**src/rtl/mul_div_unit.sv**
```systemverilog
// mul_div_unit: iterative multiply/divide unit producing the Hi/Lo pair for
// mult, multu, div and divu. One shift-add (multiply) or restoring-subtract
// (divide) step is performed per clock over a 2*WIDTH+1 bit accumulator that
// works on operand magnitudes; signs are applied in a final FIX cycle.
//
// Optional feature macro: MUL_DIV_FAST_ZERO_EN
//   When defined, an operation whose latched busA or busB is zero skips the
//   iteration phase and goes straight from IDLE to FIX.
//   When undefined, every operation runs the full WIDTH iterations.

module mul_div_unit #(
    parameter int WIDTH = 32,
    parameter int CNT_W = 6
) (
    input  logic             Clk,
    input  logic             Reset,
    input  logic             Start,
    input  logic [1:0]       MdOp,
    input  logic [WIDTH-1:0] busA,
    input  logic [WIDTH-1:0] busB,
    output logic             Busy,
    output logic             Done,
    output logic [WIDTH-1:0] HiOut,
    output logic [WIDTH-1:0] LoOut,
    output logic             DivZero
);

    localparam int AW = 2 * WIDTH + 1;
    localparam logic [CNT_W-1:0] CntOne  = CNT_W'(1);
    localparam logic [CNT_W-1:0] CntLast = CNT_W'(WIDTH - 1);

    typedef enum logic [1:0] {
        IDLE = 2'd0,
        CALC = 2'd1,
        FIX  = 2'd2,
        DONE = 2'd3
    } state_t;

    state_t            state_q;
    logic [1:0]        op_q;
    logic [WIDTH-1:0]  iterOp_q;
    logic [WIDTH-1:0]  rawA_q;
    logic              negQ_q;
    logic              negR_q;
    logic [AW-1:0]     acc_q;
    logic [CNT_W-1:0]  cnt_q;
    logic              busy_q;
    logic              done_q;
    logic [WIDTH-1:0]  hi_q;
    logic [WIDTH-1:0]  lo_q;
    logic              divZero_q;
`ifdef MUL_DIV_FAST_ZERO_EN
    logic              zeroFast_q;
`endif

    // Operand preparation: magnitudes and result signs taken from the live inputs
    logic              isSigned;
    logic              signA;
    logic              signB;
    logic [WIDTH-1:0]  magA;
    logic [WIDTH-1:0]  magB;
    logic [AW-1:0]     accInit_d;
    logic [WIDTH-1:0]  iterOpInit_d;

    // Derive operand magnitudes and the starting accumulator for an accepted Start
    always_comb begin
        isSigned     = MdOp[0];
        signA        = isSigned & busA[WIDTH-1];
        signB        = isSigned & busB[WIDTH-1];
        magA         = signA ? (-busA) : busA;
        magB         = signB ? (-busB) : busB;
        accInit_d    = '0;
        iterOpInit_d = '0;
        if (MdOp[1]) begin
            accInit_d    = {{(WIDTH+1){1'b0}}, magA};
            iterOpInit_d = magB;
        end else begin
            accInit_d    = {{(WIDTH+1){1'b0}}, magB};
            iterOpInit_d = magA;
        end
    end

    // Iteration step logic
    logic [WIDTH:0]    mulSum;
    logic [AW-1:0]     mulStep;
    logic [AW-1:0]     divShift;
    logic [WIDTH+1:0]  divDiff;
    logic [AW-1:0]     divStep;
    logic [AW-1:0]     accStep_d;

    // One shift-add or restoring-subtract step of the active operation
    always_comb begin
        mulSum   = {1'b0, acc_q[2*WIDTH-1:WIDTH]} + {1'b0, iterOp_q};
        mulStep  = acc_q[0] ? {1'b0, mulSum, acc_q[WIDTH-1:1]}
                            : {1'b0, acc_q[AW-1:1]};
        divShift = {acc_q[AW-2:0], 1'b0};
        divDiff  = {1'b0, divShift[AW-1:WIDTH]} - {2'b00, iterOp_q};
        divStep  = divDiff[WIDTH+1] ? divShift
                                    : {divDiff[WIDTH:0], divShift[WIDTH-1:1], 1'b1};
        accStep_d = op_q[1] ? divStep : mulStep;
    end

    // Sign fix-up and final result selection
    logic [2*WIDTH-1:0] prodMag;
    logic [2*WIDTH-1:0] prodFix;
    logic [WIDTH-1:0]   quotMag;
    logic [WIDTH-1:0]   remMag;
    logic [WIDTH-1:0]   quotFix;
    logic [WIDTH-1:0]   remFix;
    logic               divByZero;
    logic [WIDTH-1:0]   hi_d;
    logic [WIDTH-1:0]   lo_d;

    // Apply two's-complement negation and pick the Hi/Lo values written in FIX
    always_comb begin
        prodMag   = acc_q[2*WIDTH-1:0];
        prodFix   = negQ_q ? (-prodMag) : prodMag;
        quotMag   = acc_q[WIDTH-1:0];
        remMag    = acc_q[2*WIDTH-1:WIDTH];
        quotFix   = negQ_q ? (-quotMag) : quotMag;
        remFix    = negR_q ? (-remMag) : remMag;
        divByZero = op_q[1] && (iterOp_q == '0);
        hi_d      = prodFix[2*WIDTH-1:WIDTH];
        lo_d      = prodFix[WIDTH-1:0];
        if (divByZero) begin
            hi_d = rawA_q;
            lo_d = {WIDTH{1'b1}};
        end else if (op_q[1]) begin
            hi_d = remFix;
            lo_d = quotFix;
        end
`ifdef MUL_DIV_FAST_ZERO_EN
        if (zeroFast_q && !divByZero) begin
            hi_d = '0;
            lo_d = '0;
        end
`endif
    end

`ifdef MUL_DIV_FAST_ZERO_EN
    logic zeroOperand;

    // A zero operand lets the operation bypass the iteration phase
    always_comb begin
        zeroOperand = (busA == '0) || (busB == '0);
    end
`endif

    // Control FSM and datapath registers; outputs are all registered
    always_ff @(posedge Clk or negedge Reset) begin
        if (!Reset) begin
            state_q    <= IDLE;
            op_q       <= 2'b00;
            iterOp_q   <= '0;
            rawA_q     <= '0;
            negQ_q     <= 1'b0;
            negR_q     <= 1'b0;
            acc_q      <= '0;
            cnt_q      <= '0;
            busy_q     <= 1'b0;
            done_q     <= 1'b0;
            hi_q       <= '0;
            lo_q       <= '0;
            divZero_q  <= 1'b0;
`ifdef MUL_DIV_FAST_ZERO_EN
            zeroFast_q <= 1'b0;
`endif
        end else begin
            case (state_q)
                IDLE: begin
                    done_q <= 1'b0;
                    if (Start) begin
                        op_q      <= MdOp;
                        iterOp_q  <= iterOpInit_d;
                        rawA_q    <= busA;
                        negQ_q    <= signA ^ signB;
                        negR_q    <= signA;
                        acc_q     <= accInit_d;
                        cnt_q     <= '0;
                        busy_q    <= 1'b1;
                        divZero_q <= 1'b0;
                        state_q   <= CALC;
`ifdef MUL_DIV_FAST_ZERO_EN
                        zeroFast_q <= zeroOperand;
                        if (zeroOperand) begin
                            state_q <= FIX;
                        end
`endif
                    end
                end
                CALC: begin
                    acc_q <= accStep_d;
                    cnt_q <= cnt_q + CntOne;
                    if (cnt_q == CntLast) begin
                        state_q <= FIX;
                    end
                end
                FIX: begin
                    hi_q      <= hi_d;
                    lo_q      <= lo_d;
                    divZero_q <= divByZero;
                    busy_q    <= 1'b0;
                    done_q    <= 1'b1;
                    state_q   <= DONE;
                end
                DONE: begin
                    done_q  <= 1'b0;
                    state_q <= IDLE;
                end
                default: begin
                    busy_q  <= 1'b0;
                    done_q  <= 1'b0;
                    state_q <= IDLE;
                end
            endcase
        end
    end

    assign Busy    = busy_q;
    assign Done    = done_q;
    assign HiOut   = hi_q;
    assign LoOut   = lo_q;
    assign DivZero = divZero_q;

endmodule

```
**config.mk**
```make
export PLATFORM = sky130hd
export DESIGN_NAME = mul_div_unit
export DESIGN_NICKNAME = d
export VERILOG_FILES = /design/src/rtl/mul_div_unit.sv
export SDC_FILE = /design/constraint.sdc
export NUM_CORES = 1
export LEC_CHECK = 0
export CAP_MARGIN = 20
export CORE_MARGIN = 2
export CORE_UTILIZATION = 49
export CTS_CLUSTER_SIZE = 24
export DETAILED_ROUTE_END_ITERATION = 8
export PLACE_DENSITY = 0.74
export SLEW_MARGIN = 30
export SYNTH_ARGS = -nofsm -noshare
export SYNTH_HDL_FRONTEND = slang
export SYNTH_SLANG_ARGS = --single-unit
```
**constraint.sdc**
```tcl
create_clock -name Clk -period 3.5 [get_ports Clk]
set_clock_uncertainty 0.05 [all_clocks]
set_input_delay 0.7 -clock Clk [delete_from_list [all_inputs] [get_ports Clk]]
set_output_delay 0.7 -clock Clk [all_outputs]
set_load 0.1 [all_outputs]
```
# --- Word-level counts from Yosys, hierarchy flattened ---
# Index checks and enable logic that the tools add are counted.
word_totals:
  inputBits: 69
  wordCells: 67
  regBits: 208
  out_inout_bits: 67
classes:
  eq_ne: 6
  n_bitwise: 3
  n_mux: 26
  addsub: 8
  n_reduce_logical: 11
ops:
  columns: ["cell", "n"]
  rows:
  - ["2-to-1 mux 32 bit", 10]
  - ["2-to-1 mux 65 bit", 3]
  - ["one-hot mux 65 bit (2 select lines)", 1]
  - ["2-to-1 mux 64 bit", 2]
  - ["negation 32 bit", 4]
  - ["negation 64 bit", 1]
  - ["subtractor 33 x 32 -> 34 bit", 1]
  - ["adder 32 x 32 -> 33 bit", 1]
  - ["logical NOT 32 bit", 1]
  - ["one-hot mux 6 bit (2 select lines)", 1]
  - ["one-hot mux 2 bit (4 select lines)", 1]
  - ["AND reduction 2 bit", 4]
  - ["adder 6 x 1 -> 6 bit, second input constant", 1]
  - ["== test 6 x 5 -> 1 bit, second input constant", 1]
  - ["2-to-1 mux 6 bit", 1]
  - ["one-hot mux 1 bit (2 select lines)", 3]
  - ["nonzero test 2 bit", 3]
  - ["== test 2 bit, second input constant", 2]
  - ["2-to-1 mux 2 bit", 2]
  - ["!= test 2 bit, second input constant", 2]
  - ["AND 1 bit", 2]
  - ["== test 2 x 1 -> 1 bit, second input constant", 1]
  - ["logical NOT 2 bit", 1]
  - ["2-to-1 mux 1 bit", 2]
  - ["3 further kinds", 3]

# --- Longest topological paths before layout ---
# Gate-level depths: netlist (run 1).
logic_depth:
  depth_word: 5
  ltp_mapped: 13
  ltp_nobuf: 12

# --- Worst setup path after synthesis (run 1) ---
# OpenSTA, ideal clock, no wires.
synth_path:
  kind: "reg-to-reg"
  startpoint: "reg acc_q[47]"
  endpoint: "reg acc_q[41]"
  required_time_ps: 3328
  synth_period_minus_slack_ps: 3306
  n_path_buf: 2
  path_stages_with_launch: 12
  setup_ps: 122
  slack_ps: 194
  arrival_time_ps: 3135
  path_cell_list: "dfrtp_1 > ha_1 > clkbuf_1 > a211o_1 > a41o_1 > o22a_1 > a211oi_1 > a21boi_1 > nor2_1 > clkbuf_1 > o311ai_0 > a32o_1"
synth_between:
  elab_chain_cells: 4
synth_rtl:
  columns: ["item", "line", "source"]
  rows:
  - ["start: declaration", "45", "logic [AW-1:0] acc_q;"]
  - ["start signal: assignment", "178", "acc_q <= accInit_d;"]
  - ["start signal: assignment", "192", "acc_q <= accStep_d;"]
  - ["subtractor 33 x 32 -> 34 bit", "97", "divDiff = {1'b0, divShift[AW-1:WIDTH]} - {2'b00, iterOp_q};"]
  - ["2-to-1 mux 65 bit", "98", "divStep = divDiff[WIDTH+1] ? divShift"]
  - ["2-to-1 mux 65 bit", "100", "accStep_d = op_q[1] ? divStep : mulStep;"]
  - ["one-hot mux 65 bit (2 select lines)", "169", "case (state_q)"]
# No other way between the ends.
# A chain may end at the register's enable or synchronous reset.

# --- Worst setup path in the final report (run 1) ---
layout_path:
  startpoint: "reg acc_q[20]"
  endpoint: "reg hi_q[9], in the netlist HiOut[9]"
layout_between:
  elab_chain_cells: 4
layout_rtl:
  columns: ["item", "line", "source"]
  rows:
  - ["negation 64 bit", "117", "prodFix = negQ_q ? (-prodMag) : prodMag;"]
  - ["2-to-1 mux 64 bit", "117", null]
  - ["2-to-1 mux 32 bit", "128", "end else if (op_q[1]) begin"]
  - ["2-to-1 mux 32 bit", "125", "if (divByZero) begin"]
  - ["end signal: assignment", "199", "hi_q <= hi_d;"]
  - ["end: declaration", "49", "logic [WIDTH-1:0] hi_q;"]
# No other way between the ends.

==> results.env, run 1 <==
CRITPATHLAUNCHTYPE='flip-flop'
WIRELENGTH_UM=65800
SYNTHARSTFLOPSHARE_PCT=100
DIEAREA_MM2=0.0360
NETLIST_INSTANCES=2101
CAP_VIOL_MAX_COUNT=0
FIRST_GLOBAL_VIAS=16700
CRITICAL_PATH_PEAK_FANOUT=5
YOSYS.CELL_COUNT.TOP_TYPE='sky130_fd_sc_hd__dfrtp_1'
STATUS='finished clean'
POST_ROUTE_ANTENNA_NET_VIOLATION_COUNT=0
TIMING.CRITICAL_PATH.REQUIRED_NS=3.87
SYNTH.LIB_CELLS_USED.DISTINCT=81
SYNTH_NETS=2245
FINAL_MAX_SLEW_VIOL_COUNT=0
SYNTH_LARGEST_AREA_CELL='sky130_fd_sc_hd__dfrtp_1'
IO_BUFFERS=135
INITIAL_UTILIZATION_PCT=49.4
WORSTREGTOREGCELLS=8
DETAILEDPLACEMENTHPWL_UM=51100
POST-ROUTE-PERIOD-UTIL_PCT=98.3
NUMBER_OF_CLOCK_SINKS=207
YOSYS-TOP-CELLS-COUNT='207 x sky130_fd_sc_hd__dfrtp_1, 192 x sky130_fd_sc_hd__nand2_1, 191 x sky130_fd_sc_hd__a21oi_1'
AREAGROWTHSYNTHTOFINISH_PCT=20.8
INSERTION_DELAY_NS=0.53
GRT_SETUP_UNREPAIRED='no'
CTS_ROOT_BUFFER='sky130_fd_sc_hd__clkbuf_16'
DOMINANTREGCELLSYNTH='sky130_fd_sc_hd__dfrtp_1'
CTS_BUFFER_DEPTH=3
HTREE_LEVELS=1
YS.WARNINGS.COUNT=0
CTS.REPORTEDPATHS.CLKPINSLEW_NS=0.06
ANTENNA_CELLS_INSERTED=0
TRITONCTS='done'
SYNTH.YOSYS.SEQ_AREA_SHARE_PCT=30.6
MAX_SLEW.WORST_PIN.SLEW_NS=0.992
FINALCOREUTILIZATION_PCT=59.6
CP_ARRIVAL_NS=3.81
CRITICALPATHCATEGORY='flip-flop to flip-flop'
GRT_USE_TOTAL_PCT=35.8
SYNTH.FF_LATCH_COUNT=207
MAX-SLEW-MARGIN-REL_PCT=33.7
DIEHEIGHT_UM=190
SETUP_VIOL=0
TIMING.FINAL.HOLD_VIOLATIONS=0
SYNTH_TOP_AREA_SHARE_PCT=30.6
GR-TOTAL-OVERFLOW=0
YS_TOP_CELLS_BY_AREA='sky130_fd_sc_hd__dfrtp_1 31%, sky130_fd_sc_hd__a21oi_1 5.6%, sky130_fd_sc_hd__ha_1 5.4%'
PLACE_CONGESTION=1.00
DIE_WIDTH_UM=190
SYNTH-EDFF-COUNT=0
CTS.HOLD.BUFFERS_ADDED=0
POST_DRT_WL_PER_CELL_UM=23.8
DR.FIRST_ITER.DRC_COUNT=1876
CLOCK.FMAX_GHz=0.291
NNETSFINAL=2432
TRITONCTS.NUM_BUFFERS=25
INITIAL_ANTENNA_VIOLATION_COUNT=0
FINALCRITICALPERIOD_NS=3.44
GRT_MAX_DEGREE=81
DRTPASS1ITERATIONS=5
VIA_PER_INST=6.50
SYN_AREA_MM2=0.0169
TIMING.REG2REG.SETUP_SLACK_NS=0.06
COREAREA_MM2=0.0343
WORST_SETUP_PATH_END_KIND='flip-flop'
CORE.ROWCOUNT=68
DETAIL_ROUTE.DRC_VIOLATIONS=0
ROUTED-VIA-COUNT=17900
SYN_AVG_CELL_AREA_UM2=8.05
SHARE_OF_POST_ROUTE_CELLS_WITH_DRIVE_STRENGTH_ABOVE_1_PCT=14.8
WIRE_LENGTH_OF_THE_FIRST_GLOBAL_ROUTING_PASS_UM=99500
WORSTHOLDPATHTYPE='input pin to async pin'
IO_PINS=136
==> layout by cell type, fill, tap and decap left out, drive strengths merged, types with 19 or more instances in the layout <==
| cell | n |
|---|---|
| buf | 212 |
| dfrtp | 207 |
| nand2 | 192 |
| a21oi | 191 |
| nor2 | 168 |
| o21ai | 166 |
| xnor2 | 104 |
| clkdlybuf4s50 | 100 |
| inv | 77 |
| ha | 73 |
| mux2 | 63 |
| nor3 | 58 |
| nand3 | 56 |
| xor2 | 51 |
| a31oi | 46 |
| a211oi | 39 |
| mux2i | 36 |
| clkbuf | 35 |
| nor4 | 32 |
| o22a | 26 |
| nand4 | 24 |
| o211ai | 24 |
| a21o | 23 |
| nor2b | 21 |
| or3 | 19 |
| o31ai | 19 |
| o221ai | 19 |
==> logic make-up after synthesis <==
| group | synth area share, % |
|---|---|
| AO/OA/AOI/OAI | 26.0 |
| multiplexers | 6.32 |
| AND/OR/NAND/NOR | 18.2 |
| buffers and inverters | 5.15 |
| adder cells (fa/ha/maj) | 5.63 |
| flip-flops | 30.6 |
| XOR/XNOR | 8.02 |
==> metrics by stage <==
stage / setup slack (ns) / instances / instance area (um^2) / TNS (ns) / hold WS, ns
2_1_floorplan: 0.194 / 2101 / 16900 / 0 / 0.354
3_3_place_gp: -0.0877 / 2715 / 19600 / -0.0877 / 0.418
3_5_place_dp: -0.0901 / 2715 / 19600 / -0.0901 / 0.430
4_1_cts: 0.0578 / 2758 / 20400 / 0 / 0.179
5_1_grt: 0.00280 / 2759 / 20400 / 0 / 0.199
6_report: 0.0590 / 2759 / 20400 / 0 / 0.150
==> area by class of cell <==
class                           instances  area, um^2
Clock inverter                          9         100
Fill cell                            3036       13800
Multi-Input combinational cell       1663       10900
Sequential cell                       207        5180
Clock buffer                           34         699
Tap cell                              455         569
Timing Repair Buffer                  313        2690
Inverter                               78         293
==> sequential cells by signal, summed over array words and instances, names as in the netlist <==
register and cells:
iterOp_q 32, state_q 2, cnt_q 6, Done 1
Busy 1, DivZero 1, LoOut 32, HiOut 32
negR_q 1, rawA_q 32, acc_q 65, negQ_q 1
op_q 1
==> path summary, 6_finish.rpt <==
kind	start	endpoint
max in group asynchronous	Reset	acc_q[11]
min reg2reg	LoOut[21]	LoOut[21]
max reg2reg	acc_q[20]	HiOut[9]
min	Reset	Done
min in group Clk	LoOut[21]	LoOut[21]
max	acc_q[20]	HiOut[9]
==> repair_timing <==
action                                  in CTS  in global routing
resized for setup                            0                  4
buffers inserted                             0                  1
endpoints found under the setup margin       0                  7
==> routing by layer <==
| metal | up-vias | GRT usage, % | share of wire [%] |
|---|---|---|---|
| met3 | 180 | 7.60 | 9.9 |
| met1 | 8710 | 48.8 | 42 |
| li1 | 8110 | - | - |
| met2 | 942 | 55.3 | 44 |
| met4 | 0 | 14.6 | 4.7 |
| met5 | - | 0 | 0 |
==> critical path, stage by stage (launching register included) <==
cell	delay (ns)
sky130_fd_sc_hd__dfrtp_1	0.38
sky130_fd_sc_hd__or4_4	0.56
sky130_fd_sc_hd__or4b_4	0.53
sky130_fd_sc_hd__or4_1	0.72
sky130_fd_sc_hd__o22ai_1	0.38
sky130_fd_sc_hd__nor2_1	0.10
sky130_fd_sc_hd__xnor2_1	0.27
sky130_fd_sc_hd__o21ai_1	0.09
sky130_fd_sc_hd__mux2_2	0.26
Power of run 1 is not shown: default switching activity piles up to over one toggle a cycle in this logic, so the estimate is an artifact.
==> run 2, diff against run 1 <==
--- a/config.mk
+++ b/config.mk
@@ -7,10 +7,10 @@
 export LEC_CHECK = 0
 export CAP_MARGIN = 20
 export CORE_MARGIN = 2
-export CORE_UTILIZATION = 49
+export CORE_UTILIZATION = 45
 export CTS_CLUSTER_SIZE = 24
 export DETAILED_ROUTE_END_ITERATION = 8
-export PLACE_DENSITY = 0.74
+export PLACE_DENSITY = 0.69
 export SLEW_MARGIN = 30
 export SYNTH_ARGS = -nofsm -noshare
 export SYNTH_HDL_FRONTEND = slang
==> run 2 against run 1 <==
Effect of this change:
- utilization is 4.7 points lower
- wire length is 0.72% higher
- cell count is 0.80% higher
- sequential share of layout area hardly changed
- flip-flop and latch count stayed put
- critical path depth stayed put
- global-route usage is 2.5 points lower
- first-iteration DRC count is 6.0% higher
- via count is 0.34% lower
- design area is 0.20% higher
- die area is 8.7% higher
- largest cell class unchanged
- highest routed layer unchanged
==> results.env, run 2 (synthesis results as in run 1) <==
STATUS='finished clean'
WIRELENGTH_UM=66300  # +0.72%
P_LEAK_nW=8.56
SEQUENTIALPOWERSHARE_PCT=18.2
LARGEST_REG_FLOPS=65  # unchanged
NNETSFINAL=2434  # +0.082%
N_FILL_CELL=3527  # +16%
FINAL_MAX_SLEW_VIOL_COUNT=0  # unchanged
DIEAREA_MM2=0.0392  # +8.7%
INITIAL_UTILIZATION_PCT=45.4  # -4.0 points
VIA_PER_INST=6.43  # -1.1%
TRITONCTS.NUM_BUFFERS=25  # unchanged
INSERTION_DELAY_NS=0.55  # +0.02 ns
DETAIL_ROUTE.DRC_VIOLATIONS=0  # unchanged
FIRST_GLOBAL_VIAS=16600  # -0.31%
MAX_SLEW.WORST_PIN.SLEW_NS=1.03  # +0.0340 ns
ANTENNA_CELLS_INSERTED=0  # unchanged
DR.FIRST_ITER.DRC_COUNT=1989  # +6.0%
DETAILEDPLACEMENTHPWL_UM=51700  # +1.0%
TIMING.FINAL.HOLD_VIOLATIONS=0  # unchanged
CORE.ROWCOUNT=71  # +4.4%
CTS_ROOT_BUFFER='sky130_fd_sc_hd__clkbuf_16'
MAX-SLEW-MARGIN-REL_PCT=31.3  # -2.3 points
IO_PINS=136  # unchanged
POST_ROUTE_ANTENNA_NET_VIOLATION_COUNT=0  # unchanged
P_COMB_SHARE_PCT=71.0
DRTPASS1ITERATIONS=5  # unchanged
CAP_VIOL_MAX_COUNT=0  # unchanged
DIE_WIDTH_UM=198  # +4.3%
PWR_DENSITY_CELL_mW_PER_MM2=1230
TIMING.CRITICAL_PATH.REQUIRED_NS=3.88  # about the same
CTS.HOLD.BUFFERS_ADDED=0  # unchanged
CTS_BUFFER_DEPTH=3  # unchanged
WORSTHOLDPATHTYPE='input pin to async pin'
IO_BUFFERS=135  # unchanged
HTREE_LEVELS=1  # unchanged
WORST_SETUP_PATH_END_KIND='flip-flop'
PLACE_CONGESTION=1.02  # +2.1%
FINALPOWER_mW=25.2
NET_SWITCHING_POWER_mW=13.6
CTS.REPORTEDPATHS.CLKPINSLEW_NS=0.06  # about the same
CTS.REPAIR.RESIZED=0  # unchanged
P_INT_mW=11.6
SETUP_VIOL=0  # unchanged
SETUP_TOTAL_NEGATIVE_SLACK_NS=0  # unchanged
CRITICAL_PATH_PEAK_FANOUT=8  # +3
MOSTFREQUENTLAYOUTCELL='sky130_fd_sc_hd__buf_4'
CP_ARRIVAL_NS=3.79  # -0.02 ns
CRITICALPATHCATEGORY='flip-flop to flip-flop'
POST-ROUTE-PERIOD-UTIL_PCT=97.3  # -1.0 points
AREAGROWTHSYNTHTOFINISH_PCT=21.1
GR-TOTAL-OVERFLOW=0  # unchanged
TOP_REGISTER='acc_q'
DIEHEIGHT_UM=198  # +4.3%
COMMONEST_CELLS_AFTER_ROUTING_FILL_AND_TAPS_ASIDE='214 x sky130_fd_sc_hd__buf_4, 206 x sky130_fd_sc_hd__dfrtp_1, 191 x sky130_fd_sc_hd__nand2_1, 191 x sky130_fd_sc_hd__a21oi_1, 168 x sky130_fd_sc_hd__nor2_1'
FINALCRITICALPERIOD_NS=3.40  # -0.0363 ns
POSTCTSSETUPBUFFERS=0  # unchanged
TRITONCTS='done'
PWR-SHARE-CLK_PCT=10.8
SHARE_OF_POST_ROUTE_CELLS_WITH_DRIVE_STRENGTH_ABOVE_1_PCT=15.3  # +0.54 points
INITIAL_ANTENNA_VIOLATION_COUNT=0  # unchanged
POST_DRT_WL_PER_CELL_UM=23.8  # about the same
ROUTED-VIA-COUNT=17900  # -0.34%
COREAREA_MM2=0.0373  # +8.8%
WIRE_LENGTH_OF_THE_FIRST_GLOBAL_ROUTING_PASS_UM=101000  # +1.0%
P_SW_SHARE_PCT=54.0
POWER.IR.VDD_WORST_V=0.000895
GRT_MAX_DEGREE=76  # -6.2%
NUMBER_OF_CLOCK_SINKS=207  # unchanged
GRT_USE_TOTAL_PCT=33.3  # -2.5 points
CLOCK.FMAX_GHz=0.294  # +1.1%
FLIP_FLOP_AND_LATCH_AREA_MM2=0.00518  # unchanged
MULTI_INPUT_COMB_AREA_MM2=0.0109  # +0.21%
CRITPATHLAUNCHTYPE='flip-flop'
-- run 2: worst paths after layout --
kind	from	end	slack (ns)	cells after the start
worst max-delay path	acc_q[20]	HiOut[9]	0.1	8
worst min-delay path	Reset	LoOut[6]	0.11	1
worst max register to register	acc_q[20]	HiOut[9]	0.1	8
worst min register to register	rawA_q[1]	rawA_q[1]	0.44	2
max in group asynchronous	Reset	LoOut[9]	2.38	2
min in group Clk	rawA_q[1]	rawA_q[1]	0.44	2
-- run 2: per-stage QoR --
| stage | hold slack (ns) | utilization [%] | instance area [um^2] | cells | worst slack (ns) |
|---|---|---|---|---|---|
| after floorplan | 0.354 | - | 16900 | 2101 | 0.194 |
| after global placement | 0.418 | 52.6 | 19600 | 2737 | -0.00352 |
| after detailed placement | 0.426 | 52.6 | 19600 | 2737 | -0.0366 |
| after CTS | 0.159 | 54.8 | 20500 | 2781 | 0.121 |
| after global routing | 0.176 | 54.9 | 20500 | 2781 | -0.000125 |
| final | 0.110 | 54.9 | 20500 | 2781 | 0.0953 |
-- run 2: critical path: stages (launching register included) --
cell	delay, ns
sky130_fd_sc_hd__dfrtp_1	0.39
sky130_fd_sc_hd__or4_4	0.57
sky130_fd_sc_hd__or4b_4	0.53
sky130_fd_sc_hd__or4_1	0.75
sky130_fd_sc_hd__o22ai_1	0.35
sky130_fd_sc_hd__nor2_1	0.10
sky130_fd_sc_hd__xnor2_1	0.20
sky130_fd_sc_hd__o21ai_1	0.10
sky130_fd_sc_hd__mux2_2	0.27
-- run 2: per-layer routing --
metal	global-route usage, %	share of wire [%]
met5	0	0
met2	50.8	44
met3	5.04	9.4
met4	12.3	4.1
met1	47.7	43
-- run 2: area by class of cell --
| class | count | area share, % |
|---|---|---|
| clock inverters | 13 | 0.721 |
| inverters | 78 | 1.43 |
| flip-flops and latches | 207 | 25.3 |
| well taps | 474 | 2.89 |
| repair buffers | 315 | 13.0 |
| clock buffers | 31 | 3.31 |
| multi-input cells | 1663 | 53.4 |
-- run 2: power groups by stage --
stage	registers, mW	logic [mW]	clock network [mW]
5_1_grt	4.69	19.1	2.82
3_5_place_dp	4.58	17.5	0
6_report	4.58	17.9	2.71
4_1_cts	4.55	17.5	2.72
3_3_place_gp	4.56	17.3	0
2_1_floorplan	6.90	9.56	0
Note: power is estimated with default switching activity, not from simulation.
==> run 3, diff against run 2 <==
--- a/config.mk
+++ b/config.mk
@@ -8,6 +8,7 @@
 export CAP_MARGIN = 20
 export CORE_MARGIN = 2
 export CORE_UTILIZATION = 45
+export CTS_CLUSTER_DIAMETER = 150
 export CTS_CLUSTER_SIZE = 24
 export DETAILED_ROUTE_END_ITERATION = 8
 export PLACE_DENSITY = 0.69
==> run 3 against run 2 <==
Effect of this change:
- via count shrank 0.45%
- non-clock buffer count grew 2
- combinational power is essentially flat
- clock power shrank 42%
- worst hold slack gained 0.075 ns
- register-to-register slack gained 0.04 ns
- count of clock-buffer cells in the layout shrank 17
- power shrank 4.6%
==> results.env, run 3 (synthesis results as in run 1) <==
GRT_MAX_DEGREE=76  # unchanged
CPLARGESTDELAYFAMILY='simple AND/OR/NAND/NOR gates'
POWER.IR.VDD_WORST_V=0.000894  # about the same
WIRE_LENGTH_OF_THE_FIRST_GLOBAL_ROUTING_PASS_UM=99700  # -0.77%
POST-ROUTE-PERIOD-UTIL_PCT=96.0  # -1.3 points
DR.FIRST_ITER.DRC_COUNT=1940  # -2.5%
CRITICAL-PATH-SLOWEST-CELL='sky130_fd_sc_hd__or4b_1'
PLACE_CONGESTION=1.02  # unchanged
PWR_DENSITY_CELL_mW_PER_MM2=1200  # -2.3%
DRTPASS1ITERATIONS=5  # unchanged
WIRELENGTH_UM=65900  # -0.60%
FINAL_MAX_SLEW_VIOL_COUNT=0  # unchanged
MAX_SLEW.WORST_PIN.SLEW_NS=1.10  # +0.0740 ns
N_FILL_CELL=3569  # +1.2%
DIEAREA_MM2=0.0392  # unchanged
LAYOUTNONFILLERINSTCOUNT=2754  # -0.97%
MAX_STAGE_DELAY_NS=0.49  # -0.26 ns
STATUS='finished clean'
CTS.HOLD.BUFFERS_ADDED=0  # unchanged
CLOCK.FMAX_GHz=0.298  # +1.3%
SETUP_VIOL=0  # unchanged
MAX-SLEW-MARGIN-REL_PCT=26.4  # -5.0 points
P_LEAK_nW=8.34  # -2.6%
TIMING.CRITICAL_PATH.REQUIRED_NS=3.84  # -0.04 ns
VIA_PER_INST=6.46  # +0.53%
FINALCRITICALPERIOD_NS=3.36  # -0.0449 ns
WORSTHOLDPATHTYPE='input pin to async pin'
COREAREA_MM2=0.0373  # unchanged
POST_DRT_WL_PER_CELL_UM=23.9  # +0.38%
COMMONEST_CELLS_AFTER_ROUTING_FILL_AND_TAPS_ASIDE='216 x sky130_fd_sc_hd__buf_4, 206 x sky130_fd_sc_hd__dfrtp_1, 191 x sky130_fd_sc_hd__nand2_1, 191 x sky130_fd_sc_hd__a21oi_1, 168 x sky130_fd_sc_hd__nor2_1'
HTREE_LEVELS=1  # unchanged
TIMING.FINAL.HOLD_VIOLATIONS=0  # unchanged
DIE_WIDTH_UM=198  # unchanged
CRITICAL_PATH_PEAK_FANOUT=12  # +4
NNETSFINAL=2423  # -0.45%
INITIAL_ANTENNA_VIOLATION_COUNT=0  # unchanged
LARGEST_REG_FLOPS=65  # unchanged
CRITPATHLAUNCHTYPE='flip-flop'
GR-TOTAL-OVERFLOW=0  # unchanged
TRITONCTS.NUM_BUFFERS=12  # -52%
MOSTFREQUENTLAYOUTCELL='sky130_fd_sc_hd__buf_4'
SHARE_OF_POST_ROUTE_CELLS_WITH_DRIVE_STRENGTH_ABOVE_1_PCT=14.4  # -0.87 points
ANTENNA_CELLS_INSERTED=0  # unchanged
IO_PINS=136  # unchanged
CTS_ROOT_BUFFER='sky130_fd_sc_hd__clkbuf_16'
GRT_USE_TOTAL_PCT=33.1  # -0.22 points
WORSTPATHCELLLIST='inv_1, ha_1, or4b_1, nand4b_1, o41ai_2, buf_4, nand4_1, mux2_1, a21oi_1, o21ai_1, mux2_2'
NUMPLACEDINSTANCES=2737  # unchanged
NUMBER_OF_CLOCK_SINKS=207  # unchanged
TOP_REGISTER='acc_q'
INSERTION_DELAY_NS=0.51  # -0.04 ns
DETAILEDPLACEMENTHPWL_UM=51700  # unchanged
CAP_VIOL_MAX_COUNT=0  # unchanged
IO_BUFFERS=135  # unchanged
TRITONCTS='done'
CP_NUM_BUF_INV=2  # +2
GRT_SETUP_UNREPAIRED='yes'
CORE.ROWCOUNT=71  # unchanged
DETAIL_ROUTE.DRC_VIOLATIONS=0  # unchanged
INITIAL_UTILIZATION_PCT=45.4  # unchanged
MULTI_INPUT_COMB_AREA_MM2=0.0109  # about the same
CP_ARRIVAL_NS=3.70  # -0.09 ns
AREAGROWTHSYNTHTOFINISH_PCT=18.3
FIRST_GLOBAL_VIAS=16500  # -1.1%
FLIP_FLOP_AND_LATCH_AREA_MM2=0.00518  # unchanged
CRITICALPATHCATEGORY='flip-flop to flip-flop'
CTS_BUFFER_DEPTH=3  # unchanged
POST_PLACE_CELL_AREA_MM2=0.0196  # unchanged
WORST_SETUP_PATH_END_KIND='flip-flop'
CTS.REPORTEDPATHS.CLKPINSLEW_NS=0.12  # +0.06 ns
ROUTED-VIA-COUNT=17800  # -0.45%
FIN_AREA_MM2=0.0200  # -2.3%
DIEHEIGHT_UM=198  # unchanged
POST_ROUTE_ANTENNA_NET_VIOLATION_COUNT=0  # unchanged
## run 3: final timing paths
kind / from / end / slack, ns / cells past startpoint
max reg2reg: acc_q[1] / HiOut[24] / 0.14 / 11
min in group Clk: rawA_q[1] / rawA_q[1] / 0.45 / 2
min: Reset / LoOut[6] / 0.18 / 1
max: acc_q[1] / HiOut[24] / 0.14 / 11
max in group asynchronous: Reset / LoOut[15] / 2.35 / 2
min reg2reg: rawA_q[1] / rawA_q[1] / 0.45 / 2
## run 3: what timing repair did
item	in CTS	in global routing
gates resized for setup	0	8
setup endpoints to repair	0	10
buffers inserted	0	2
endpoints found under the hold margin	0	0
## run 3: layout make-up
cell class	count	area share, %
multi-input cells	1663	54.6
well taps	474	2.96
flip-flops and latches	207	25.9
repair buffers	317	13.4
clock inverters	1	0.0562
clock buffers	14	1.64
inverters	78	1.46
## run 3: power breakdown
| group | switching [mW] | internal, mW |
|---|---|---|
| Sequential | 1.03 | 3.53 |
| Clock | 0.902 | 0.683 |
| Combinational | 11.4 | 6.44 |
| Total | 13.4 | 10.7 |
## run 3: metal layers
layer  global-route usage, %  vias up  routed length, um
met5                       0        -                  0
met4                    10.6        0               2330
met3                    4.99      133               6470
met2                    51.0      947              28900
met1                    47.6     8666              28200
li1                        -     8055                  -
## run 3: stage by stage
stage               total power, mW  utilization [%]  setup slack, ns  setup TNS, ns  hold slack [ns]
global route                   25.5             53.7         -0.00566       -0.00641            0.235
CTS                            23.7             53.5           0.0789              0            0.212
global placement               21.9             52.6         -0.00352       -0.00352            0.418
floorplan                      16.5                -            0.194              0            0.354
finish                         24.0             53.7            0.140              0            0.184
detailed placement             22.1             52.6          -0.0366        -0.0480            0.426
## run 3: worst reg2reg max path: stages (launching register included)
cell                       delay [ns]
sky130_fd_sc_hd__dfrtp_1         0.43
sky130_fd_sc_hd__inv_1           0.09
sky130_fd_sc_hd__ha_1            0.20
sky130_fd_sc_hd__or4b_1          0.49
sky130_fd_sc_hd__nand4b_1        0.38
sky130_fd_sc_hd__o41ai_2         0.40
sky130_fd_sc_hd__buf_4           0.26
sky130_fd_sc_hd__nand4_1         0.16
sky130_fd_sc_hd__mux2_1          0.34
sky130_fd_sc_hd__a21oi_1         0.12
sky130_fd_sc_hd__o21ai_1         0.07
sky130_fd_sc_hd__mux2_2          0.27
